<file path="src/rtl/pwm_pkg.sv">
// Shared constants and types for the multi-channel PWM generator.
package pwm_pkg;

  localparam int DEF_CNT_W    = 16;
  localparam int DEF_CHANNELS = 4;

  typedef enum logic {
    MODE_EDGE   = 1'b0,
    MODE_CENTER = 1'b1
  } mode_e;

  typedef enum logic {
    DIR_UP   = 1'b0,
    DIR_DOWN = 1'b1
  } dir_e;

  // Ceiling log2, never below 1 so a single channel still gets a 1-bit index.
  function automatic int clog2(input int value);
    int res;
    res = 0;
    for (int v = value - 1; v > 0; v = v >> 1) begin
      res++;
    end
    if (res < 1) begin
      res = 1;
    end
    return res;
  endfunction

endpackage

</file>
<file path="src/rtl/pwm_compare_ch.sv">
// One PWM channel: double-buffered duty threshold, comparator and output flop.
module pwm_compare_ch
  import pwm_pkg::*;
#(
  parameter int CNT_W = DEF_CNT_W
) (
  input  logic             clk,
  input  logic             reset_n,
  input  logic             wr,
  input  logic [CNT_W-1:0] duty_in,
  input  logic             xfer,
  input  logic [CNT_W-1:0] cnt,
  input  logic             en,
  input  logic             inv,
  output logic             pwm
);

  logic [CNT_W-1:0] duty_shadow;
  logic [CNT_W-1:0] duty_active;

  // The shadow is read before this edge's write lands, so a write on a
  // boundary cycle waits for the following boundary.
  always_ff @(posedge clk or negedge reset_n) begin
    if (!reset_n) begin
      duty_shadow <= '0;
      duty_active <= '0;
      pwm         <= 1'b0;
    end else begin
      if (wr) begin
        duty_shadow <= duty_in;
      end
      if (xfer) begin
        duty_active <= duty_shadow;
      end
      pwm <= en ? ((cnt < duty_active) ^ inv) : inv;
    end
  end

endmodule

</file>
<file path="src/rtl/pwm_multi_gen.sv">
// Multi-channel PWM generator: shared edge/center period counter, period
// shadow and boundary sync, with per-channel compare units.
module pwm_multi_gen
  import pwm_pkg::*;
#(
  parameter int CHANNELS = DEF_CHANNELS,
  parameter int CNT_W    = DEF_CNT_W,
  parameter int CH_W     = clog2(CHANNELS)
) (
  input  logic                clk,
  input  logic                reset_n,
  input  logic [CNT_W-1:0]    period_in,
  input  logic                period_wr,
  input  logic                center_in,
  input  logic                duty_wr,
  input  logic [CH_W-1:0]     duty_ch,
  input  logic [CNT_W-1:0]    duty_in,
  input  logic [CHANNELS-1:0] ch_en,
  input  logic [CHANNELS-1:0] ch_inv,
  output logic [CHANNELS-1:0] pwm,
  output logic                sync,
  output logic [CNT_W-1:0]    cnt,
  output logic                pending
);

  logic [CNT_W-1:0]    period_shadow;
  logic [CNT_W-1:0]    period_active;
  mode_e               center_shadow;
  mode_e               center_active;
  dir_e                dir;
  dir_e                dir_next;
  logic [CNT_W-1:0]    cnt_next;
  logic                boundary;
  logic [CHANNELS-1:0] duty_sel;
  logic                duty_accept;

  always_comb begin
    cnt_next = cnt + CNT_W'(1);
    dir_next = dir;
    if (center_active == MODE_CENTER) begin
      if (dir == DIR_UP) begin
        if (cnt >= period_active) begin
          cnt_next = (period_active == '0) ? '0 : period_active - CNT_W'(1);
          dir_next = DIR_DOWN;
        end
      end else begin
        cnt_next = (cnt <= CNT_W'(1)) ? '0 : cnt - CNT_W'(1);
      end
    end else if (cnt >= period_active) begin
      cnt_next = '0;
    end
    boundary = (cnt_next == '0);
    // Every period, including a mode switch, starts counting up from 0.
    if (boundary) begin
      dir_next = DIR_UP;
    end
  end

  always_ff @(posedge clk or negedge reset_n) begin
    if (!reset_n) begin
      cnt           <= '0;
      dir           <= DIR_UP;
      period_shadow <= '0;
      period_active <= '0;
      center_shadow <= MODE_EDGE;
      center_active <= MODE_EDGE;
      sync          <= 1'b0;
      pending       <= 1'b0;
    end else begin
      cnt  <= cnt_next;
      dir  <= dir_next;
      sync <= boundary;
      if (period_wr) begin
        period_shadow <= period_in;
        center_shadow <= mode_e'(center_in);
      end
      if (boundary) begin
        period_active <= period_shadow;
        center_active <= center_shadow;
      end
      if (period_wr || duty_accept) begin
        pending <= 1'b1;
      end else if (boundary) begin
        pending <= 1'b0;
      end
    end
  end

  for (genvar gi = 0; gi < CHANNELS; gi++) begin : g_ch
    assign duty_sel[gi] = duty_wr && (duty_ch == CH_W'(gi));

    pwm_compare_ch #(
      .CNT_W(CNT_W)
    ) u_ch (
      .clk     (clk),
      .reset_n (reset_n),
      .wr      (duty_sel[gi]),
      .duty_in (duty_in),
      .xfer    (boundary),
      .cnt     (cnt),
      .en      (ch_en[gi]),
      .inv     (ch_inv[gi]),
      .pwm     (pwm[gi])
    );
  end

  // Out-of-range channel indices match no channel and are dropped.
  assign duty_accept = |duty_sel;

endmodule

</file>
<file path="config.mk">
export PLATFORM = sky130hd
export DESIGN_NAME = pwm_multi_gen
export DESIGN_NICKNAME = d
export VERILOG_FILES = /design/src/rtl/pwm_pkg.sv /design/src/rtl/pwm_compare_ch.sv /design/src/rtl/pwm_multi_gen.sv
export SDC_FILE = /design/constraint.sdc
export NUM_CORES = 1
export LEC_CHECK = 0
export BUFFER_PORTS_ARGS = -buffer_cell sky130_fd_sc_hd__buf_4
export CORE_MARGIN = 3
export CORE_UTILIZATION = 45
export CTS_CLUSTER_DIAMETER = 80
export DETAILED_ROUTE_END_ITERATION = 8
export PLACE_DENSITY = 0.58
export SETUP_SLACK_MARGIN = 0.05
export SLEW_MARGIN = 10
export SYNTH_ARGS = -nofsm -noshare
export SYNTH_HDL_FRONTEND = slang
export SYNTH_HIERARCHICAL = 1
export SYNTH_SLANG_ARGS = --single-unit
</file>
<file path="constraint.sdc">
create_clock -name clk -period 5.08 [get_ports clk]
set_clock_uncertainty 0.15 [all_clocks]
set_input_delay 0.508 -clock clk [delete_from_list [all_inputs] [get_ports clk]]
set_output_delay 0.508 -clock clk [all_outputs]
set_load 0.01 [all_outputs]
</file>
==> results.ini <==
[worst_hold_path]
min_path_type=primary input to asynchronous set/reset pin

[sta]
period_needed_ns=4.66
whs_ns=0.0381
min_period_over_period_pct=91.7
worst_pin_slew_ns=1.21
slew_violations=0
tns_ns=0
hold_viol_final=0
relSlewSlack_pct=19.1
finalSetupViolCount=0
clock.fmax_mhz=215
rsz0062_at_grt=false

[outcome]
status=finished, final reports clean

[placement]
place_area_um2=10700
gp_congestion=0.920
placed_cells=1237
dp_hpwl_mm=16.7
numPortBuffers=68

[pwr]
p_seq_share_pct=35.6
intPower_uw=3670
clock_power_share_pct=22.1
power.leakage_uw=0.00514
cellPowerDensity_nw_per_um2=537
vdd_drop_max_mv=0.231
power_switching_uw=2380
switching_share_pct=39.4
combPwrFrac_pct=42.3

[cells_and_area]
fillers=1934
n_antenna_cell=0
drive_gt1_share_pct=15.7
area_growth_pct=15.4
layout_common_cells=185 x dfrtp_1, 95 x nand2_1, 88 x buf_4
fin_nets=1109
fin_cells=1269
final_area_um2=11300
layout_commonest_cell=dfrtp_1

[logic_synthesis]
syn_area_per_cell_um2=10.7
syn-cell-area_um2=9770
async_reset_ff_share_pct=100
synthCells=910
synth-seq-cells=185
synthFlopType=dfrtp_1
ys_seq_area_share_pct=47.4
synth_edf_count=0
synth_cell_types=53
syn_nets=1038
ys_warn_count=6

[clock_network]
cts_tree=built
post_cts_resize_count=0
cts.sinks=185
clk_pin_slew_worst_paths_ns=0.08
cts_root_buf=clkbuf_16
cts_setup_buffers=0
ctsHoldBuffers=0
cts_max_level=4
clk_latency_ns=0.43
clockBufferDepth=2
cts_buffers=17

[route]
num_vias=6909
wl_per_cell_um=18.4
vias_per_cell=5.44
dr.pass1.iters=5
drt_wl_total_mm=23.4
drt_iter0_drc=412
ant_nets=0
route.detailed.drc=0

[die]
fp-row-count=53
core-area_um2=21200
start_util_pct=46.2
io_pins=69
die_h_um=153
die_x_um=153
die_area_um2=23500

[grt]
grt_usage_pct=20.1
grt_overflow=0
grt_pass1_vias=6925
antenna_found_initial=1
grt_pass1_wl_mm=37.5
grt_max_degree=107

[worst_setup_path]
worstPathMaxFanout=51
cp.arrival_ns=4.81
start_kind=flop
worstSetupPathType=flop to flop
required_ns=5.24
crit_path_end_kind=flop

[run]
maxCapViolCount=0

[sequential cells by signal, summed over array words and instances (netlist names), 4 cells and up]
name	count
cnt	16
period_active	16
period_shadow	16
g_ch.u_ch/duty_shadow	64
g_ch.u_ch/duty_active	64
g_ch.u_ch/pwm	4
[through the flow]
| step | utilization, % | total power [uW] | setup WS [ns] |
|---|---|---|---|
| CTS | 53.3 | 6100 | 0.439 |
| detailed placement | 50.5 | 4730 | 0.471 |
| finish | 53.3 | 6050 | 0.424 |
| global route | 53.3 | 6510 | 0.195 |
| global placement | 50.5 | 4690 | 0.576 |
| floorplan | - | 3870 | 1.12 |
[kinds of logic after synthesis]
family	after synthesis	synth area share [%]
flops	185	47.4
buf+inv	121	4.79
simple gates	216	11.2
mux	102	11.8
xor+xnor	40	3.58
fa+ha+maj	81	10.4
compound gates	165	11.0
[cells in the mapped netlist (all sizes together) (2+ instances only)]
master | count | area (um^2)
a2111oi | 4 | 60.1
a211o | 4 | 35.0
a211oi | 5 | 37.5
a21o | 6 | 45.0
a21oi | 29 | 145
a221o | 3 | 30.0
a221oi | 6 | 52.6
and2 | 2 | 12.5
and3 | 9 | 56.3
buf | 15 | 70.1
clkbuf | 24 | 90.1
dfrtp | 185 | 4630
ha | 81 | 1010
inv | 82 | 308
mux2 | 102 | 1150
nand2 | 95 | 357
nand2b | 13 | 111
nand3 | 17 | 85.1
nand4 | 22 | 138
nor2 | 25 | 93.8
nor3 | 9 | 45.0
nor3b | 2 | 15.0
nor4 | 12 | 100
o2111ai | 5 | 43.8
o211ai | 7 | 52.6
o21a | 11 | 82.6
o21ai | 71 | 355
o221a | 2 | 22.5
o221ai | 3 | 26.3
or3 | 2 | 12.5
or4 | 3 | 22.5
xnor2 | 25 | 219
xor2 | 15 | 131
[worst max-delay path, cell delays in order, from the launching register on]
cell	delay [ns]
dfrtp_1	0.51
ha_1	0.38
nand4_1	0.14
or3_1	0.44
a311o_1	0.52
and3_1	0.33
a211o_1	0.37
nor4_1	0.40
nand3b_1	0.20
nor4_4	0.43
buf_12	0.27
mux2_1	0.35
[final timing paths]
kind	start	to	slack [ns]	depth (start not counted)
setup / recovery	cnt[15]	period_active[12]	0.42	11
max in group asynchronous	reset_n	g_ch[1].u_ch/duty_active[13]	3.59	2
hold reg to reg	g_ch[3].u_ch/duty_shadow[1]	g_ch[3].u_ch/duty_active[1]	0.33	2
hold / removal	reset_n	period_shadow[1]	0.04	1
min in group clk	ch_inv[3]	g_ch[3].u_ch/pwm	0.10	2
setup reg to reg	cnt[15]	period_active[12]	0.42	11
[cell type report]
class,count,area [um^2],share of cell area (%)
well taps,275,344,3.05
inverters,82,308,2.73
flip-flops and latches,185,4630,41.0
clock buffers,18,439,3.89
repair buffers,91,714,6.33
clock inverters,14,155,1.38
multi-input cells,604,4690,41.6
[metal layers]
layer | track usage (%) | up-vias | wire, um
li1 | - | 3344 | -
met1 | 28.7 | 3424 | 11300
met2 | 32.0 | 118 | 11000
met3 | 4.22 | 21 | 844
met4 | 4.46 | 2 | 264
met5 | 0 | - | 8
[power by group through the flow]
stage	clock network, uW	registers [uW]	logic (uW)
3_5_place_dp	0	2190	2540
6_report	1340	2150	2560
2_1_floorplan	0	2160	1700
4_1_cts	1380	2160	2570
3_3_place_gp	0	2180	2520
5_1_grt	1440	2210	2860
Note: power is estimated with default switching activity, not from simulation.
